### src/rtl/cnn_pkg.sv
// cnn_pkg: shared types and elaboration helpers for the
// CNN front-end sliding-window sequencing.
package cnn_pkg;

  typedef enum logic [1:0] {
    IDLE   = 2'd0,
    STREAM = 2'd1,
    DRAIN  = 2'd2
  } win_state_e;

  function automatic int coord_w(input int n);
    return (n > 1) ? $clog2(n) : 1;
  endfunction

  function automatic int win_count(
    input int w,
    input int h,
    input int s
  );
    return ((w - 3) / s + 1) * ((h - 3) / s + 1);
  endfunction

endpackage

### src/rtl/raster_pos_counter.sv
// raster_pos_counter: raster row/col position, stride phases
// and output-map coordinates for the sliding-window controller.
module raster_pos_counter
  import cnn_pkg::*;
#(
  parameter int IMG_W  = 28,
  parameter int IMG_H  = 28,
  parameter int STRIDE = 1
) (
  input  logic                      iClk,
  input  logic                      iRst,
  input  logic                      iAdv,
  output logic                      oHit,
  output logic                      oLast,
  output logic [coord_w(IMG_H)-1:0] oOutRow,
  output logic [coord_w(IMG_W)-1:0] oOutCol
);

  localparam int RW = coord_w(IMG_H);
  localparam int CW = coord_w(IMG_W);

  logic [RW-1:0] r_row;
  logic [RW-1:0] r_orow;
  logic [CW-1:0] r_col;
  logic [CW-1:0] r_ocol;
  logic          r_rph;
  logic          r_cph;

  logic w_col_end;
  logic w_row_end;
  logic w_rph_nxt;
  logic w_cph_nxt;
  logic w_rwrap;
  logic w_cwrap;

  assign w_col_end = (r_col == CW'(IMG_W - 1));
  assign w_row_end = (r_row == RW'(IMG_H - 1));

  // Phase is a single toggle bit: STRIDE is only ever 1 or 2.
  assign w_rph_nxt = (STRIDE == 2) ? ~r_rph : 1'b0;
  assign w_cph_nxt = (STRIDE == 2) ? ~r_cph : 1'b0;
  assign w_rwrap   = (STRIDE == 1) || r_rph;
  assign w_cwrap   = (STRIDE == 1) || r_cph;

  assign oLast   = w_col_end && w_row_end;
  assign oHit    = (r_row >= RW'(2)) && (r_col >= CW'(2))
                && !r_rph && !r_cph;
  assign oOutRow = r_orow;
  assign oOutCol = r_ocol;

  always_ff @(posedge iClk or posedge iRst) begin
    if (iRst) begin
      r_row  <= '0;
      r_col  <= '0;
      r_orow <= '0;
      r_ocol <= '0;
      r_rph  <= 1'b0;
      r_cph  <= 1'b0;
    end else if (iAdv) begin
      if (w_col_end) begin
        r_col  <= '0;
        r_cph  <= 1'b0;
        r_ocol <= '0;
        if (w_row_end) begin
          r_row  <= '0;
          r_rph  <= 1'b0;
          r_orow <= '0;
        end else begin
          r_row <= r_row + RW'(1);
          if (r_row >= RW'(2)) begin
            r_rph <= w_rph_nxt;
            if (w_rwrap) r_orow <= r_orow + RW'(1);
          end
        end
      end else begin
        r_col <= r_col + CW'(1);
        if (r_col >= CW'(2)) begin
          r_cph <= w_cph_nxt;
          if (w_cwrap) r_ocol <= r_ocol + CW'(1);
        end
      end
    end
  end

endmodule

### src/rtl/sliding_window_ctrl.sv
// sliding_window_ctrl: frame FSM, pixel handshake and
// window-valid registers for the 3x3 sliding-window datapath.
module sliding_window_ctrl
  import cnn_pkg::*;
#(
  parameter int IMG_W  = 28,
  parameter int IMG_H  = 28,
  parameter int PIX_W  = 8,
  parameter int STRIDE = 1
) (
  input  logic                      iClk,
  input  logic                      iRst,
  input  logic                      iStart,
  output logic                      oBusy,
  input  logic [PIX_W-1:0]          iPixelIn,
  input  logic                      iPixelValid,
  output logic                      oPixelReady,
  output logic [PIX_W-1:0]          oWinPixel,
  output logic                      oWinPixelValid,
  output logic                      oWinValid,
  output logic [coord_w(IMG_H)-1:0] oWinRow,
  output logic [coord_w(IMG_W)-1:0] oWinCol,
  input  logic                      iWinReady,
  output logic                      oFrameDone
);

  localparam int RW = coord_w(IMG_H);
  localparam int CW = coord_w(IMG_W);

  if (STRIDE != 1 && STRIDE != 2) begin : g_bad_stride
    $error("sliding_window_ctrl: STRIDE must be 1 or 2");
  end

  win_state_e r_state;
  win_state_e w_state_nxt;

  logic          r_win_valid;
  logic [RW-1:0] r_win_row;
  logic [CW-1:0] r_win_col;
  logic          r_done;

  logic          w_accept;
  logic          w_hit;
  logic          w_last;
  logic          w_done_nxt;
  logic [RW-1:0] w_orow;
  logic [CW-1:0] w_ocol;

  // A stalled window freezes intake so the datapath keeps it.
  assign oPixelReady    = (r_state == STREAM)
                       && !(r_win_valid && !iWinReady);
  assign w_accept       = iPixelValid && oPixelReady;
  assign oWinPixel      = iPixelIn;
  assign oWinPixelValid = w_accept;

  raster_pos_counter #(
    .IMG_W  (IMG_W),
    .IMG_H  (IMG_H),
    .STRIDE (STRIDE)
  ) u_pos (
    .iClk    (iClk),
    .iRst    (iRst),
    .iAdv    (w_accept),
    .oHit    (w_hit),
    .oLast   (w_last),
    .oOutRow (w_orow),
    .oOutCol (w_ocol)
  );

  always_ff @(posedge iClk or posedge iRst) begin
    if (iRst) r_state <= IDLE;
    else      r_state <= w_state_nxt;
  end

  always_comb begin
    w_state_nxt = r_state;
    w_done_nxt  = 1'b0;
    unique case (r_state)
      IDLE: begin
        if (iStart) w_state_nxt = STREAM;
      end
      STREAM: begin
        if (w_accept && w_last) w_state_nxt = DRAIN;
      end
      DRAIN: begin
        if (!r_win_valid || iWinReady) begin
          w_state_nxt = IDLE;
          w_done_nxt  = 1'b1;
        end
      end
      default: w_state_nxt = IDLE;
    endcase
  end

  always_ff @(posedge iClk or posedge iRst) begin
    if (iRst) begin
      r_win_valid <= 1'b0;
      r_win_row   <= '0;
      r_win_col   <= '0;
      r_done      <= 1'b0;
    end else begin
      r_done <= w_done_nxt;
      if (w_accept) begin
        r_win_valid <= w_hit;
        if (w_hit) begin
          r_win_row <= w_orow;
          r_win_col <= w_ocol;
        end
      end else if (iWinReady) begin
        r_win_valid <= 1'b0;
      end
    end
  end

  assign oWinValid  = r_win_valid;
  assign oWinRow    = r_win_row;
  assign oWinCol    = r_win_col;
  assign oFrameDone = r_done;
  assign oBusy      = (r_state != IDLE) || r_done;

endmodule

### config.mk
export PLATFORM = sky130hd
export DESIGN_NAME = sliding_window_ctrl
export DESIGN_NICKNAME = d
export VERILOG_FILES = /design/src/rtl/cnn_pkg.sv /design/src/rtl/raster_pos_counter.sv /design/src/rtl/sliding_window_ctrl.sv
export SDC_FILE = /design/constraint.sdc
export NUM_CORES = 1
export LEC_CHECK = 0
export ABC_AREA = 1
export BUFFER_PORTS_ARGS = -buffer_cell sky130_fd_sc_hd__buf_2
export CORE_ASPECT_RATIO = 0.8
export CORE_MARGIN = 5
export CORE_UTILIZATION = 52
export CTS_BUF_LIST = sky130_fd_sc_hd__clkbuf_16
export DETAILED_ROUTE_END_ITERATION = 8
export PLACE_DENSITY = 0.83
export REMOVE_ABC_BUFFERS = 1
export SYNTH_ARGS = -nofsm -noshare
export SYNTH_HDL_FRONTEND = slang
export SYNTH_HIERARCHICAL = 1
export SYNTH_SLANG_ARGS = --single-unit
export TNS_END_PERCENT = 30
### constraint.sdc
create_clock -name iClk -period 3.65 [get_ports iClk]
set_clock_uncertainty 0.1 [all_clocks]
set_input_delay 0.73 -clock iClk [delete_from_list [all_inputs] [get_ports iClk]]
set_output_delay 0.73 -clock iClk [all_outputs]
set_load 0.005 [all_outputs]
* Yosys cells after proc, flatten, opt, wreduce, memory -nomap -nowiden
Cells that the tools add are included. W data, S select, Z words.
Storage, ports and cells: bits of input ports 13, bits in registers 36, logic and storage cells 67, output and inout bits 23
Operators by class: reduce and logical (&&, ||, !) cells 25, mux-type cells 18, eq/ne operators 7, add/subtract/negate cells 4, order comparisons 2
Operator list (count):
- $mux W5 | 6
- $add A5 B1 Y5 const B | 4
- $eq A5 B5 Y1 const B | 2
- $ge A5 B2 Y1 const B | 2
- $logic_and A1 B1 Y1 | 8
- $mux W1 | 8
- $reduce_bool A2 Y1 | 4
- $mux W2 | 3
- $pmux W2 S3 | 1
- $reduce_and A2 Y1 | 3
- $reduce_and A3 Y1 | 2
- $logic_not A1 Y1 | 5
- $ne A2 B2 Y1 const B | 2
- $eq A2 B1 Y1 const B | 1
- $eq A2 B2 Y1 const B | 1
- $logic_not A2 Y1 | 1
- $logic_or A1 B1 Y1 | 2
- $ne A2 B1 Y1 const B | 1

* Longest topological paths before layout
Gate-level depths: netlist of the first run.
depth in word-level cells 8, mapped depth 10, depth with buffers taken out 9

* Hierarchy
Netlist of the first run, hierarchy kept.
Modules (own cells, without submodules):
- raster_pos_counter | cells each 164, times used 1, sequential area each 500.5 um^2, area each 1224.9 um^2
- sliding_window_ctrl | cells each 79, times used 1, sequential area each 350.3 um^2, area each 698.2 um^2

* Worst setup path before layout of the first run
Ideal clock, no wire load.
path kind input to output, from input iWinReady, to output oPixelReady, path slack 1.732 ns, cell stages on the path 3, data required time 2.820 ns, arrival time 1.088 ns, path buffers 1, path through nor2_1 > nor2_2 > buf_6
Between the ends: word-level cells in the longest chain between the ends 4
RTL lines:
- from (decl) | RTL line sliding_window_ctrl.sv:23 | input logic iWinReady,
- $logic_not A1 Y1 | RTL line sliding_window_ctrl.sv:51 | && !(r_win_valid && !iWinReady);
- $logic_and A1 B1 Y1 | RTL line sliding_window_ctrl.sv:51
- $logic_not A1 Y1 | RTL line sliding_window_ctrl.sv:51
- $logic_and A1 B1 Y1 | RTL line sliding_window_ctrl.sv:51
- to (decl) | RTL line sliding_window_ctrl.sv:17 | output logic oPixelReady,
No other way between the ends.

* Worst setup path after layout of the first run
from input iWinReady, to output oWinPixelValid
Between the ends: word-level cells in the longest chain between the ends 5
RTL lines:
- $logic_not A1 Y1 | RTL line sliding_window_ctrl.sv:51
- $logic_and A1 B1 Y1 | RTL line sliding_window_ctrl.sv:51
- $logic_not A1 Y1 | RTL line sliding_window_ctrl.sv:51
- $logic_and A1 B1 Y1 | RTL line sliding_window_ctrl.sv:51
- $logic_and A1 B1 Y1 | RTL line sliding_window_ctrl.sv:52 | assign w_accept = iPixelValid && oPixelReady;
- to (decl) | RTL line sliding_window_ctrl.sv:19 | output logic oWinPixelValid,
No other way between the ends.

==> summary.md, run 1 <==
| Metric | Value |
|---|---|
| Final setup fails | `0` |
| Setup CP Type | `in2out` |
| Clock slew at reported path FFs | `~50 ps` |
| TritonCTS clock tree | `done` |
| Cell Int Power | `around 950 uW` |
| Net Sw Frac | `about a third` |
| Clock Latency Late Sink | `between 200 and 300 ps` |
| Sequential share of the synthesized area | `around 44%` |
| Clock Path Buffers | `2` |
| CP Cell Sequence | `buf_2 -> inv_1 -> nand2_1 -> and3_1 -> buf_2` |
| CTS Buf Count | `5` |
| Crit-path max cell delay | `around 410 ps` |
| PwrDens | `689 nW/um2` |
| Final Cell Area | `2120 um2` |
| Top-count cell post-synth | `nand2_1` |
| Routed Antenna Nets | `0` |
| Post-CTS Setup Bufs | `0` |
| HP Class | `reg2reg` |
| Layout Cells excl Fill | `~300` |
| P_leak | `about 0.0012 uW` |
| Worst Setup Start Kind | `primary input` |
| Peak Freq | `about 0.42 GHz` |
| WL final | `4000 um` |
| Critical path data required time | `2820 ps` |
| Crit Path Max Fanout | `9` |
| Routability cong. | `approximately 0.84` |
| First-pass GRT wire length | `between 6000 and 7000 um` |
| Starting Density | `between 50% and 60%` |
| Share of the synthesized area in the top cell type | `between 40% and 50%` |
| Most used cell, CP | `buf_2` |
| Synth top cells by count | `nand2_1, dfrtp_1, inv_1` |
| Total track usage | `between 10% and 20%` |
| Slew Limit Fails | `0` |
| Die Wd | `78.0 um` |
| CTS Hold Bufs | `0` |
| CP endpoint kind | `output port` |
| Ant diodes | `0` |
| Synth area leaders | `dfrtp_1, nand2_1, nand4_1` |
| Total core area | `roughly 3500 um2` |
| Site row count | `19` |
| Die Y-Extent | `64.4 um` |
| Residual DRC | `0` |
| Async SR Flop Fraction | `100%` |
| Reg2reg setup slack | `1690 ps` |
| Placed wire-length estimate | `around 2900 um` |
| Net switching power | `517 uW` |
| Port buffer count | `19` |
| Post-synth EDFFs | `0` |
| Tcrit/Tclk final | `between 60% and 70%` |
| Average vias per placed instance | `5.25` |
| Tmin final | `2400 ps` |
| Flops & latches, synth | `34` |
| RSZ-0062 raised after global routing | `false` |
| Via count | `between 1500 and 2000` |
| Wire per inst | `between 10 and 15 um` |
| Synth area leader | `dfrtp_1` |
| Nets@finish | `274` |
| Post-synth top flop | `dfrtp_1` |
| Post-DP Area | `1960 um2` |
| PostCTS Resize Cnt | `0` |
| Clock share of power | `31.9%` |
| Seq pwr share | `between 40% and 50%` |
| Synth warnings | `6` |
| Initial antenna violation count | `0` |
| Final count of hold timing violations | `0` |
| Largest net degree at the start of global routing | `21` |
| Area delta synth->final | `10.4%` |
| Router iterations before antenna repair | `6` |
| Synth Area per Inst | `~7.9 um2` |
| Setup TNS | `0 ps` |
| Die area | `5020 um2` |
| Critical Path AT | `about 1600 ps` |
| Slew of the pin with the lowest slew margin | `788 ps` |
| Synth Instances | `about 240` |
| Yosys cell types | `27` |
| First-iteration detailed-routing DRC count | `~160` |
| Post-Place Cells | `just under 300` |
| Vias in the first global route | `1469` |
| CP max stage cell | `and3_1` |
| Clk root buf | `clkbuf_16` |
| Gr ovfl total | `0` |
| Gate power share | `between 20% and 30%` |
| Clock sinks | `34` |
| Syn Std Cell Area | `slightly below 2000 um2` |
| Status | `finished clean` |
| Ports | `36` |
| Share of layout cells above drive strength 1 | `roughly 16%` |
| Relative slew margins | `between 40 and 50%` |
| H-tree levels | `2` |
| Max-cap violations | `0` |
| VDD IR-drop max | `roughly 0.39 mV` |
sequential cells by signal, indices dropped and copies added, names as in the netlist:
register,cells
oWinCol,5
oFrameDone,1
oWinValid,1
u_pos/oOutCol,5
u_pos/r_col,5
u_pos/r_row,5
r_state,2
oWinRow,5
u_pos/oOutRow,5
stage by stage:
step / worst slack (ps) / util (%) / total power, uW / hold WS (ps)
5_1_grt: 1160 / 60.8 / 1570 / 421
2_1_floorplan: 1610 / - / 867 / 370
4_1_cts: 1250 / 60.8 / 1470 / 383
3_3_place_gp: 1290 / 56.1 / 976 / 360
6_report: 1250 / 60.8 / 1460 / 383
3_5_place_dp: 1250 / 56.1 / 997 / 360
layout make-up:
class / count / area (um2)
Multi-Input combinational cell: 167 / 855
Inverter: 28 / 108
Sequential cell: 34 / 851
Fill cell: 289 / 1370
Tap cell: 42 / 52.6
Timing Repair Buffer: 19 / 95.1
Clock inverter: 3 / 37.5
Clock buffer: 5 / 125
placed cells by master, fill, tap and decap left out:
master	instances
nand2_1	82
dfrtp_1	34
inv_1	27
buf_2	19
nand4_1	18
nor2_1	17
nand3_1	14
o21ai_0	9
ha_1	6
clkbuf_16	5
nor2_4	4
nand2_2	3
nor2_2	2
nor3_1	2
clkinv_2	2
xnor2_1	2
inv_2	1
nand4_2	1
and3_1	1
bufinv_16	1
or2_2	1
a21boi_1	1
o22ai_1	1
xor2_1	1
nand3_4	1
nand2_4	1
final timing paths:
| check | depth (start not counted) | end | startpoint |
|---|---|---|---|
| setup / recovery | 5 | oWinPixelValid | iWinReady |
| hold / removal | 2 | oWinCol[4]$_DFFE_PP0P_ | oWinCol[4]$_DFFE_PP0P_ |
| setup reg to reg | 9 | oWinRow[2]$_DFFE_PP0P_ | u_pos/r_row[0]$_DFFE_PP0P_ |
| hold reg to reg | 2 | oWinCol[4]$_DFFE_PP0P_ | oWinCol[4]$_DFFE_PP0P_ |
| max in group asynchronous | 2 | u_pos/oOutRow[1]$_DFFE_PP0P_ | iRst |
| min in group asynchronous | 2 | oWinRow[0]$_DFFE_PP0P_ | iRst |
kinds of logic (layout without fill, tap and decap cells):
kind of cell    after synthesis  count (layout)  share of synthesized area (%)
compound gates               11              11                           3.06
flops                        34              34                           44.2
simple gates                147             147                           36.1
buf+inv                      42              55                           11.3
fa+ha+maj                     6               6                           3.90
xor+xnor                      3               3                           1.37
critical path, delay by kind of cell:
| family | cells | cell delay, ps |
|---|---|---|
| buffers and inverters | 3 | 310 |
| AND/OR/NAND/NOR | 2 | 530 |
power by group through the flow:
stage                     clock network (uW)  logic (uW)  registers (uW)
after global routing                     497         465             606
after detailed placement                   0         405             592
final                                    468         409             587
after CTS                                476         409             586
after global placement                     0         390             586
after floorplan                            0         297             570
layer usage:
layer	track usage [%]	share of wire, %
met2	24.5	44
met5	0	0
met3	7.30	5.9
met4	6.33	1.5
met1	22.8	49
Note: power is estimated with default switching activity, not from simulation.
==> run 2, diff against run 1 <==
CORE_UTILIZATION = 50   (was 52)
PLACE_DENSITY = 0.84   (was 0.83)
clock period = 2.2 ns   (was 3.65 ns; I/O delays follow)
==> run 2 against run 1 <==
Compared with the run above: via count shrank 0.51%; design area increased by 2.1%; clock-buffer cell count did not move; total power up 74%; combinational power is 62% higher; register-to-register slack got worse by 1400 ps; global-route usage shrank 0.77 points; routed wire length decreased by 6.0%; die area grew 3.4%; sequential share of layout area down 0.81 points; worst setup slack lost 1100 ps.
==> summary.md, run 2 (same netlist as run 1, synthesis figures left out) <==
| Metric | Value |
|---|---|
| Clock Latency Late Sink | `280 ps (about the same)` |
| Overall Power | `2540 uW (+74%)` |
| Reg area | `851 um2 (unchanged)` |
| CP delay by family, top | `simple AND/OR/NAND/NOR gates` |
| Placed wire-length estimate | `2690 um (-6.1%)` |
| Gate power share | `26.1% (-1.8 points)` |
| CP max stage cell | `dfrtp_1` |
| Gr ovfl total | `0 (unchanged)` |
| CTS Hold Bufs | `0 (unchanged)` |
| CP endpoint kind | `output port` |
| Peak Freq | `0.497 GHz` |
| First-pass GRT wire length | `6560 um (-4.5%)` |
| PwrDens | `1170 nW/um2 (+70%)` |
| Met2 wire len | `1700 um (-2.1%)` |
| Slew Limit Fails | `0 (unchanged)` |
| Layout Cells excl Fill | `302 (+1.3%)` |
| Port buffer count | `19 (unchanged)` |
| Router iterations before antenna repair | `4 (-2)` |
| Routed Antenna Nets | `0 (unchanged)` |
| Crit Reg-Reg Endpoint | `oWinCol[1]$_DFFE_PP0P_` |
| Crit Path Max Fanout | `9 (unchanged)` |
| TritonCTS clock tree | `done` |
| VDD IR-drop max | `0.464 mV (+19%)` |
| M1 WL | `1790 um (-8.9%)` |
| Max-cap violations | `0 (unchanged)` |
| Area delta synth->final | `12.7%` |
| Setup TNS | `0 ps (unchanged)` |
| Cell Int Power | `1690 uW (+79%)` |
| Wire per inst | `12.4 um (-7.3%)` |
| Die Wd | `79.3 um (+1.7%)` |
| Max Used Layer | `met4` |
| First-iteration detailed-routing DRC count | `114 (-30%)` |
| H-tree levels | `2 (unchanged)` |
| HP Class | `in2async` |
| Status | `finished clean` |
| Clock slew at reported path FFs | `50 ps (about the same)` |
| FF-to-FF path depth | `9 (unchanged)` |
| Area taken by multi-input logic gates | `855 um2 (unchanged)` |
| WL final | `3760 um (-6.0%)` |
| Final setup fails | `0 (unchanged)` |
| Residual DRC | `0 (unchanged)` |
| Total track usage | `16.3% (-0.77 points)` |
| Clock sinks | `34 (unchanged)` |
| Crit-path max cell delay | `430 ps (+20 ps)` |
| Final count of hold timing violations | `0 (unchanged)` |
| Via count | `1557 (-0.51%)` |
| Share of layout cells above drive strength 1 | `17.1% (+1.0 points)` |
| Clock share of power | `35.4% (+3.5 points)` |
| Clk root buf | `clkbuf_16` |
| Most common cell after layout, fill and taps aside | `nand2_1` |
| P_leak | `0.00118 uW (+1.3%)` |
| FF-to-FF Start | `u_pos/r_row[0]$_DFFE_PP0P_` |
| Tcrit/Tclk final | `between 90% and 100%` |
| Average vias per placed instance | `5.16 (-1.8%)` |
| CTS Buf Count | `5 (unchanged)` |
| Critical path data required time | `1660 ps (-1160 ps)` |
| Ports | `36 (unchanged)` |
| Net switching power | `847 uW (+64%)` |
| Seq pwr share | `38.5% (-1.6 points)` |
| Reg2reg setup slack | `310 ps (-1380 ps)` |
| Starting Density | `51.2% (-3.8 points)` |
| Setup CP Type | `reg2out` |
| Tmin final | `about 2000 ps` |
| Total core area | `3750 um2 (+7.4%)` |
| RSZ-0062 raised after global routing | `false` |
| Site row count | `20 (+1)` |
| Post-CTS Setup Bufs | `0 (unchanged)` |
| Critical path buffer and inverter count | `1 (-2)` |
| Commonest non-fill, non-tap cells in the layout | `nand2_1, dfrtp_1, inv_1` |
| Post-Place Cells | `294 (+1.4%)` |
| Slew of the pin with the lowest slew margin | `543 ps (-246 ps)` |
| Largest net degree at the start of global routing | `21 (unchanged)` |
| Vias in the first global route | `1427 (-2.9%)` |
| Initial antenna violation count | `0 (unchanged)` |
| Routed met3 length | `253 um (+7.2%)` |
| Ant diodes | `0 (unchanged)` |
| Die Y-Extent | `65.5 um (+1.7%)` |
| PostCTS Resize Cnt | `0 (unchanged)` |
| Nets@finish | `276 (+0.73%)` |
| Clock Path Buffers | `2 (unchanged)` |
| Critical Path AT | `1470 ps (-100 ps)` |
| Die area | `5190 um2 (+3.4%)` |
| CP Cell Sequence | `nor2_4 -> and3_1 -> buf_2` |
| Fill cells | `339 (+17%)` |
| Net Sw Frac | `33.3% (-2.0 points)` |
| Worst Setup Start Kind | `flip-flop` |
| Core Util, Final | `57.7% (-3.0 points)` |
| Routability cong. | `0.817 (-2.9%)` |
| Relative slew margins | `63.8% (+16 points)` |
[run 2: cell count changes in the layout (fill, tap and decap cells not counted)]
| cell | before | now |
|---|---|---|
| buf_4 | 0 | 2 |
| inv_1 | 27 | 25 |
| bufinv_16 | 1 | 2 |
| clkinv_1 | 0 | 1 |
[run 2: worst max-delay path by stage]
| stage | startpoint | slack (ps) | cells past startpoint | end |
|---|---|---|---|---|
| 2_1_floorplan | u_pos/r_row[0]$_DFFE_PP0P_ | 560 | 9 | oWinCol[0]$_DFFE_PP0P_ |
| 3_3_place_gp | iWinReady | 350 | 9 | u_pos/oOutRow[1]$_DFFE_PP0P_ |
| 3_5_place_dp | u_pos/r_row[0]$_DFFE_PP0P_ | 310 | 9 | oWinRow[0]$_DFFE_PP0P_ |
| 4_1_cts | r_state[0]$_DFFE_PP0P_ | 180 | 4 | oWinPixelValid |
| 5_1_grt | r_state[0]$_DFFE_PP0P_ | 80 | 4 | oWinPixelValid |
| 6_report | r_state[1]$_DFFE_PP0P_ | 190 | 3 | oWinPixelValid |
[run 2: power groups by stage]
stage | registers (uW) | logic [uW] | clock network, uW
after CTS | 974 | 671 | 915
final | 979 | 663 | 899
after global placement | 976 | 640 | 0
after global routing | 1010 | 770 | 954
after detailed placement | 981 | 667 | 0
after floorplan | 945 | 493 | 0
[run 2: area by class of cell]
| class | instances | area share, % |
|---|---|---|
| Multi-Input combinational cell | 167 | 39.4 |
| Sequential cell | 34 | 39.3 |
| Clock buffer | 5 | 5.77 |
| Timing Repair Buffer | 21 | 5.08 |
| Inverter | 28 | 4.97 |
| Clock inverter | 3 | 2.94 |
| Tap cell | 44 | 2.54 |
[run 2: metrics by stage]
step           setup slack [ps]  hold slack [ps]  cell area (um2)
4_1_cts                     179              103             2170
6_report                    190             98.5             2170
5_1_grt                    79.2              142             2170
3_3_place_gp                345              363             1980
2_1_floorplan               556              229             1810
3_5_place_dp                311              367             1980
[run 2: tightest hold or removal path: cells and delay by family]
kind	cells	cell delay, ps
buffers and inverters	3	410
[run 2: metal layers]
metal  GRT usage, %  vias to the layer above
met5              0                        -
met4           4.72                        0
met3           7.40                        2
met2           24.1                       50
met1           21.4                      707
li1               -                      798
